## src/rtl/tpu_skew_feeder.sv

```systemverilog
// ---------------------------------------------------------------------------------------------
// tpu_skew_feeder
//
// Operand feeder for the left (A) or top (B) edge of the tpumac systolic array. It holds a
// DIM x DIM matrix of signed BITS_AB elements and streams it into the array with diagonal skew.
// Lane i carries row i of the matrix and is delayed by i cycles, so the lane for row i presents
// element mem[i][t-i] at stream time t. Lanes outside their window drive zero. mac_en stays
// high for every stream cycle, and done pulses once after the last one.
//
// Parameters
//   BITS_AB  width of one signed operand element
//   DIM      array dimension: rows, columns and output lanes (DIM >= 2)
//
// Ports
//   clk      clock
//   rst_n    asynchronous active-low reset; clears storage, outputs and the FSM
//   wr_en    write one matrix row (accepted only while idle)
//   wr_row   row index for the write; rows >= DIM are ignored
//   wr_data  row vector, element j at [j*BITS_AB +: BITS_AB]
//   start    begin streaming (accepted only while idle and not writing)
//   a_out    skewed lanes, lane i at [i*BITS_AB +: BITS_AB]
//   mac_en   enable for every tpumac in the array
//   busy     high while streaming
//   done     one-cycle pulse after the last mac_en cycle
//
// All outputs are registered. No input reaches an output combinationally.
// ---------------------------------------------------------------------------------------------
module tpu_skew_feeder #(
    parameter int unsigned BITS_AB = 8,
    parameter int unsigned DIM     = 4
) (
    input  logic                     clk,
    input  logic                     rst_n,
    input  logic                     wr_en,
    input  logic [$clog2(DIM)-1:0]   wr_row,
    input  logic [DIM*BITS_AB-1:0]   wr_data,
    input  logic                     start,
    output logic [DIM*BITS_AB-1:0]   a_out,
    output logic                     mac_en,
    output logic                     busy,
    output logic                     done
);

    // The stream length covers the last non-zero element (t = 2*DIM-2) and then DIM-1 more
    // cycles, so that element can cross the whole array while en is still high.
    localparam int unsigned L  = 3 * DIM - 2;
    localparam int unsigned TW = $clog2(L + 1);
    localparam int unsigned RW = $clog2(DIM);

    typedef enum logic [1:0] {StIdle, StStream, StDone} state_e;

    state_e                    state;
    logic [TW-1:0]             t;
    logic signed [BITS_AB-1:0] mem [DIM][DIM];

    logic                      row_ok;
    logic                      last;
    logic [TW-1:0]             t_sel;
    logic [DIM*BITS_AB-1:0]    lanes;

    // A non-power-of-two DIM leaves row codes that have no storage behind them.
    assign row_ok = (32'(wr_row) < DIM);
    assign last   = (t == TW'(L - 1));

    // Compute the lane values for the stream time that the next edge will show. That is
    // t = 0 when a start is accepted from idle, and t + 1 while streaming. Because of this,
    // the registered a_out lines up with mac_en in the same cycle.
    always_comb begin
        int d;
        d     = 0;
        t_sel = (state == StIdle) ? '0 : t + TW'(1);
        lanes = '0;
        for (int i = 0; i < int'(DIM); i++) begin
            d = int'(t_sel) - i;
            if (d >= 0 && d < int'(DIM)) begin
                lanes[i*BITS_AB +: BITS_AB] = mem[i][d[RW-1:0]];
            end
        end
    end

    // Matrix storage. Writes are accepted only while idle.
    always_ff @(posedge clk or negedge rst_n) begin
        if (!rst_n) begin
            for (int i = 0; i < int'(DIM); i++) begin
                for (int j = 0; j < int'(DIM); j++) begin
                    mem[i][j] <= '0;
                end
            end
        end else if (state == StIdle && wr_en && row_ok) begin
            for (int j = 0; j < int'(DIM); j++) begin
                mem[wr_row][j] <= wr_data[j*BITS_AB +: BITS_AB];
            end
        end
    end

    // Control FSM with registered outputs.
    always_ff @(posedge clk or negedge rst_n) begin
        if (!rst_n) begin
            state  <= StIdle;
            t      <= '0;
            a_out  <= '0;
            mac_en <= 1'b0;
            busy   <= 1'b0;
            done   <= 1'b0;
        end else begin
            unique case (state)
                StIdle: begin
                    a_out  <= '0;
                    mac_en <= 1'b0;
                    busy   <= 1'b0;
                    done   <= 1'b0;
                    // If a write and a start arrive together, the write wins and the start
                    // is dropped.
                    if (start && !wr_en) begin
                        state  <= StStream;
                        t      <= '0;
                        a_out  <= lanes;
                        mac_en <= 1'b1;
                        busy   <= 1'b1;
                    end
                end
                StStream: begin
                    if (last) begin
                        state  <= StDone;
                        a_out  <= '0;
                        mac_en <= 1'b0;
                        busy   <= 1'b0;
                        done   <= 1'b1;
                    end else begin
                        t     <= t + TW'(1);
                        a_out <= lanes;
                    end
                end
                StDone: begin
                    state <= StIdle;
                    t     <= '0;
                    done  <= 1'b0;
                end
                default: begin
                    state  <= StIdle;
                    t      <= '0;
                    a_out  <= '0;
                    mac_en <= 1'b0;
                    busy   <= 1'b0;
                    done   <= 1'b0;
                end
            endcase
        end
    end

endmodule
```

## config.mk

```make
export PLATFORM = sky130hd
export DESIGN_NAME = tpu_skew_feeder
export DESIGN_NICKNAME = d
export VERILOG_FILES = /design/src/rtl/tpu_skew_feeder.sv
export SDC_FILE = /design/constraint.sdc
export NUM_CORES = 1
export LEC_CHECK = 0
export BUFFER_PORTS_ARGS = -buffer_cell sky130_fd_sc_hd__buf_4
export CORE_MARGIN = 4
export CORE_UTILIZATION = 30
export CTS_BUF_LIST = sky130_fd_sc_hd__clkbuf_4
export CTS_CLUSTER_DIAMETER = 200
export DETAILED_ROUTE_END_ITERATION = 12
export SYNTH_ARGS = -nofsm -noshare
export SYNTH_HDL_FRONTEND = slang
export SYNTH_SLANG_ARGS = --single-unit
```

## constraint.sdc

```tcl
create_clock -name clk -period 6.7 [get_ports clk]
set_input_delay 0.67 -clock clk [delete_from_list [all_inputs] [get_ports clk]]
set_output_delay 0.67 -clock clk [all_outputs]
set_load 0.005 [all_outputs]
```

Word level (Yosys, flattened, before mapping) --
Index checks and enable logic that the tools add are counted.
Storage, ports and cells: flip-flop bits (word level) 168, input bits 38, word-level logic and storage cells 106
Operators by class: reduce and logical (&&, ||, !) cells 12, equal/unequal tests 6, add/subtract/negate cells 4, bitwise operators 6, magnitude comparators 14, multiplexer cells 43
Operators by type and width (count):
- $bwmux W128 | 4
- $demux W32 S2 | 4
- $mux W8 | 13
- $mux W32 | 3
- $pmux W32 S3 | 1
- $bmux W8 S2 | 4
- $mux W24 | 1
- $mux W16 | 1
- $ge A3 B3 Y1 const B | 5
- $ge A5 B1 Y1 const B | 3
- $lt A5 B4 Y1 const B | 3
- $not A2 Y3 | 5
- $mux W4 | 3
- $sub A4 B2 Y5 const B | 2
- $pmux W4 S2 | 1
- $logic_and A1 B1 Y1 | 7
- $reduce_and A2 Y1 | 3
- $sub A4 B1 Y5 const B | 1
- $add A4 B1 Y4 const B | 1
- $eq A4 B4 Y1 const B | 1
- $ge A4 B1 Y1 const B | 1
- $lt A4 B3 Y1 const B | 1
- $mux W1 | 4
- $mux W2 | 2
- other kinds (10) | 11

Depth between registers and ports, before layout --
Gate-level depths: netlist of the first run.
depth in word-level cells 10, mapped depth 11, gate-level depth less buffers 9

Worst setup path after synthesis of the first run --
No wires, ideal clock.
path type flip-flop to flip-flop, start reg t[0], end reg a_out[14], library setup time 121 ps, setup slack 3673 ps, data arrival time 2906 ps, stages on the path, launching flop included 10, cell sequence dfrtp_1 > ha_1 > clkbuf_1 > nor2_2 > clkinv_1 > ha_1 > buf_1 > clkbuf_1 > mux4_2 > a22o_1
On the way: cells in the longest elaborated chain, start to end 10
Ends and longest elaborated chain:
- start: declaration | RTL line 53 | logic [TW-1:0] t;
- start signal: assignment | RTL line 130 | t <= t + TW'(1);
- parallel branches: the longest is 9 deep, another holds $sub A4 B1 Y5
- $pmux W32 S3 * | RTL line 106 | unique case (state)
- end signal: assignment | RTL line 117 | a_out <= lanes;
- end signal: assignment | RTL line 131 | a_out <= lanes;
- end: declaration | RTL line 38 | output logic [DIM*BITS_AB-1:0] a_out,
Mark *: on every way between the ends. The select of a mux whose other input is x is not followed. A chain may end at the register's enable or synchronous reset.

Worst setup path in the final report of the first run --
start reg t[1], end reg a_out[26]
On the way: cells in the longest elaborated chain, start to end 10
Ends and longest elaborated chain (RTL line):
- parallel branches: the longest is 9 deep, another holds $sub A4 B2 Y5
- $pmux W32 S3 * | 106
Marks and branches as above.

==> impl_metrics.json, run 1 <==
{
  "tightestPinTransition_ns": 1.03,
  "vias_per_cell": 4.97,
  "hold_viol": 0,
  "setup_tns_ns": 0,
  "post-cts-setup-buffers": 0,
  "dieArea_um2": 27400,
  "insertion_delay_ns": 0.55,
  "die-width_um": 166,
  "via_count": 4661,
  "portBuffers": 72,
  "ys.warnings.count": 0,
  "rows": 57,
  "dp_cells": 905,
  "cts_htree_levels": 4,
  "p_per_area_nw_per_um2": 460,
  "diodes": 0,
  "end_kind": "flop",
  "grt_max_degree": 87,
  "seq_area_frac_synth": 0.564,
  "drive_above_1_share": 0.436,
  "wire_per_inst_um": 19.9,
  "final_common_cell": "dfrtp_1",
  "utilization": 0.354,
  "first_global_vias": 4998,
  "period_share": 0.590,
  "syn_to_final_growth_pct": 15.8,
  "cts_tree": "yes",
  "cts.sinks": 168,
  "setup_viol": 0,
  "gr-usage-all-layers": 0.136,
  "slew_headroom": 0.316,
  "clkTransAtPathRegs_ns": 0.13,
  "dpl_cell_area_um2": 8310,
  "maxSlewViolCount": 0,
  "cts_resized": 0,
  "gr-total-overflow": 0,
  "ios": 73,
  "drv_cap": 0,
  "most-common-layout-cells": "dfrtp_1, mux2_2, buf_4",
  "clockRootBuffer": "clkbuf_4",
  "core_um2": 24400,
  "clockBufferDepth": 2,
  "drcViolationCount": 0,
  "min_path_type": "in2async",
  "setup_slack_ns": 2.75,
  "synth-edff-count": 0,
  "grt_pass1_wl_um": 29200,
  "syn_area_um2": 7460,
  "path_class": "reg2reg",
  "leakagePower_nw": 3.78,
  "start_kind": "flop",
  "start_util": 0.306,
  "synth_cells": 532,
  "ys_ff_latch": 168,
  "max_freq_mhz": 253,
  "ys.flop_type": "dfrtp_1",
  "rsz0062_at_grt": "no",
  "place_worst_setup_slack_ns": 2.81,
  "yosysUniqueCellTypes": 45,
  "cts_made_buffers": 17,
  "dp_hpwl_um": 13200,
  "ant_nets": 0,
  "die_h_um": 166,
  "rr_worst_depth": 7,
  "final_nets": 645,
  "dr.pass1.iters": 4,
  "async_flop_share": 1.00,
  "syn_nets": 577,
  "crit_arrival_ns": 4.40,
  "holdBufCountCts": 0,
  "fin_cells": 937,
  "period_needed_ns": 3.95,
  "antenna_found_initial": 0,
  "ir_drop_mv": 0.181,
  "regToRegSetupSlack_ns": 2.75,
  "wl_um": 18700,
  "syn_area_per_cell_um2": 14.0,
  "gp_congestion": 0.766,
  "status": "completed",
  "finClkSkew_ns": 0.0138,
  "worstPathRequired_ns": 7.15,
  "stdcell_area_um2": 8630,
  "cp_max_fo": 27,
  "first_iter_violations": 292
}
## where the power goes
group	internal, mW	switching, mW
clock	0.297	0.351
combinational	0.848	0.764
sequential	1.46	0.256
## final timing paths
check | start | to
hold / removal | rst_n | a_out[24]
min in group clk | wr_data[19] | mem[11]
setup reg to reg | t[1] | a_out[26]
setup / recovery | t[1] | a_out[26]
hold reg to reg | a_out[2] | a_out[2]
max in group asynchronous | rst_n | mem[96]
## critical path, stage by stage, from the launching register on
cell      delay, ns
dfrtp_1        0.41
inv_1          0.07
ha_1           0.68
nor2_2         0.56
clkinv_1       0.44
ha_1           1.04
mux4_2         0.41
a22o_1         0.22
## metrics by stage
step / hold WS [ns] / total power [mW]
2_1_floorplan: 0.374 / 2.89
3_3_place_gp: 0.479 / 3.28
3_5_place_dp: 0.485 / 3.38
4_1_cts: 0.161 / 4.02
5_1_grt: 0.193 / 4.23
6_report: 0.162 / 3.97
## flip-flops by register name, indices dropped and copies added, names as in the netlist
signal	flops
a_out	32
busy	1
done	1
mem	128
state	2
t	4
## layer usage
layer / GRT usage / up-vias / share of wire
met5: 0 / - / 0
met2: 0.240 / 85 / 0.53
li1: - / 2090 / -
met1: 0.169 / 2471 / 0.42
met4: 0.0366 / 0 / 0.011
met3: 0.0319 / 15 / 0.034
## synth_stat cells, drive strengths merged (3+ instances only)
cell type  count  share of area
dfrtp        168           0.56
mux2         128           0.19
nand2         35          0.018
buf           19          0.016
nor2          18         0.0097
a22o          16          0.019
a32o          16          0.021
mux2i         16          0.021
mux4          16          0.048
o21ai         16          0.011
clkbuf        12         0.0060
nor3          11         0.0081
a21oi         10         0.0072
nor2b         10         0.0084
nand3          9         0.0060
ha             7          0.012
inv            3         0.0022
nand2b         3         0.0029
or2            3         0.0029
xnor2          3         0.0045
## cells by family (layout without fill, tap and decap cells)
kind of cell | Yosys count | after routing | share of synthesized area
AOI/OAI and AO/OA | 62 | 62 | 0.0654
xor gates and xnor gates | 4 | 4 | 0.00571
adders and majority gates | 7 | 7 | 0.0117
buffers and inverters | 35 | 116 | 0.0250
DFF | 168 | 168 | 0.564
muxes | 160 | 160 | 0.263
and+or+nand+nor | 96 | 96 | 0.0651
## area by class of cell
class / count / area, um2
clock buffer: 18 / 135
clock inverter: 14 / 181
fill: 2424 / 15800
inverter: 4 / 20.0
multi-input combinational: 329 / 3080
sequential: 168 / 4200
tap: 324 / 405
timing repair buffer: 80 / 604
Note: power is estimated with default switching activity, not from simulation.
==> run 2, diff against run 1 <==
==> constraint.sdc (replaced) <==
create_clock -name clk -period 3.2 [get_ports clk]
set_input_delay 0.32 -clock clk [delete_from_list [all_inputs] [get_ports clk]]
set_output_delay 0.32 -clock clk [all_outputs]
set_load 0.005 [all_outputs]
==> impl_metrics.json, run 2 (synthesized netlist as in run 1, its figures left out) <==
{
  "wire_per_inst_um": 19.4,
  "largest_reg_flops": 128,
  "final_nets": 686,
  "drive_above_1_share": 0.424,
  "final_common_cell": "dfrtp_1",
  "diodes": 0,
  "regToRegSetupSlack_ns": 0.33,
  "crit_arrival_ns": 3.39,
  "combinationalPowerShare": 0.420,
  "slew_headroom": 0.584,
  "hold_end": "busy",
  "p_per_area_nw_per_um2": 929,
  "max_freq_mhz": 348,
  "cts_htree_levels": 4,
  "cts.sinks": 168,
  "holdCritStartpoint": "start",
  "gp_congestion": 0.816,
  "die-width_um": 166,
  "wl_um": 19000,
  "drcViolationCount": 0,
  "grt_max_degree": 99,
  "period_share": 0.898,
  "maxSlewViolCount": 0,
  "portBuffers": 72,
  "cpMostUsedCell": "ha_1",
  "r2r-end": "a_out[16]",
  "min_path_type": "in2reg",
  "hold_viol": 0,
  "fillers": 2357,
  "p_int_mw": 5.38,
  "tightestPinTransition_ns": 0.624,
  "ios": 73,
  "cts_tree": "yes",
  "worstPathRequired_ns": 3.71,
  "start_kind": "flop",
  "slowest_stage": "a2111oi_4",
  "ir_drop_mv": 0.335,
  "setup_slack_ns": 0.327,
  "setup_viol": 0,
  "dp_hpwl_um": 13400,
  "switching_power_mw": 2.99,
  "antenna_found_initial": 0,
  "grt_pass1_wl_um": 30600,
  "cts_made_buffers": 17,
  "setup_tns_ns": 0,
  "crit_chain": "ha_1, xnor2_1, or2_2, ha_1, a21oi_1, nand2_1, a2111oi_4, a32o_1",
  "insertion_delay_ns": 0.58,
  "first_global_vias": 5272,
  "post-cts-setup-buffers": 0,
  "dr.pass1.iters": 4,
  "syn_to_final_growth_pct": 20.9,
  "path_class": "reg2reg",
  "status": "completed",
  "rr_worst_depth": 8,
  "most-common-layout-cells": "dfrtp_1, mux2_2, buf_4",
  "core_um2": 24400,
  "rows": 57,
  "clkTransAtPathRegs_ns": 0.15,
  "finClkSkew_ns": 0.0198,
  "via_count": 4763,
  "leakagePower_nw": 3.93,
  "period_needed_ns": 2.87,
  "drv_cap": 0,
  "die_h_um": 166,
  "place_worst_setup_slack_ns": 0.433,
  "start_util": 0.306,
  "ant_nets": 0,
  "clockBufferDepth": 2,
  "rr_startpoint": "t[0]",
  "gr-usage-all-layers": 0.142,
  "dieArea_um2": 27400,
  "pwr-share-clk": 0.153,
  "sequentialPowerShare": 0.427,
  "first_iter_violations": 210,
  "rsz0062_at_grt": "no",
  "end_kind": "flop",
  "holdPathStages": 3,
  "clockRootBuffer": "clkbuf_4",
  "slowest_delay_ns": 0.61,
  "cp_max_fo": 8,
  "vias_per_cell": 4.87,
  "gr-total-overflow": 0,
  "netSwitchingFraction": 0.357,
  "largestRegisters": "mem x128, a_out x32, t x4",
  "largest_register": "mem"
}
==> run 2: final cells by class <==
cell class                      count  area, um2  area share
Multi-Input combinational cell    329       3080       0.342
Tap cell                          324        405      0.0450
Clock buffer                       17        128      0.0142
Clock inverter                     15        168      0.0186
Sequential cell                   168       4200       0.466
Inverter                            4       20.0     0.00222
Timing Repair Buffer              121       1010       0.112
==> run 2: layer usage <==
layer,vias up,routed length [um],GRT usage
met5,-,0,0
met4,0,149,0.0391
met1,2477,7840,0.179
met3,14,945,0.0298
met2,115,10000,0.250
li1,2157,-,-
==> run 2: per-stage QoR <==
step / hold WS, ns / instance area, um2 / power [mW] / util / cells
2_1_floorplan: 0.0244 / 7460 / 6.06 / - / 532
3_5_place_dp: 0.231 / 8390 / 7.17 / 0.344 / 913
6_report: 0.105 / 9010 / 8.37 / 0.369 / 978
5_1_grt: 0.0771 / 9010 / 8.97 / 0.369 / 978
4_1_cts: 0.0456 / 9010 / 8.49 / 0.369 / 978
3_3_place_gp: 0.232 / 8390 / 6.99 / 0.344 / 913
==> run 2: repair_timing <==
item | in CTS | in global routing
hold buffers | 33 | 0
endpoints found under the setup margin | 0 | 0
resized for setup | 0 | 0
hold endpoints to repair | 159 | 0
==> run 2: power groups by stage <==
stage	clock network [mW]	logic, mW	registers, mW
final	1.28	3.52	3.57
after detailed placement	0	3.54	3.64
after global routing	1.42	3.86	3.69
after CTS	1.33	3.58	3.58
after global placement	0	3.42	3.56
after floorplan	0	2.62	3.44
==> run 2: how the worst max path moves through the flow <==
stage                     startpoint   endpoint  slack [ns]
after floorplan                 t[0]  a_out[28]        0.17
after detailed placement        t[0]  a_out[16]        0.43
final                           t[0]  a_out[16]        0.33
after global routing            t[0]  a_out[23]        0.21
after global placement          t[0]  a_out[26]        0.54
after CTS                       t[0]  a_out[16]        0.35
==> run 2: critical path: cells and delay by family (launching register included) <==
kind | cells | cell delay [ns]
compound gates | 3 | 1.04
fa+ha+maj | 2 | 0.55
flops | 1 | 0.53
simple gates | 2 | 0.49
xor+xnor | 1 | 0.21
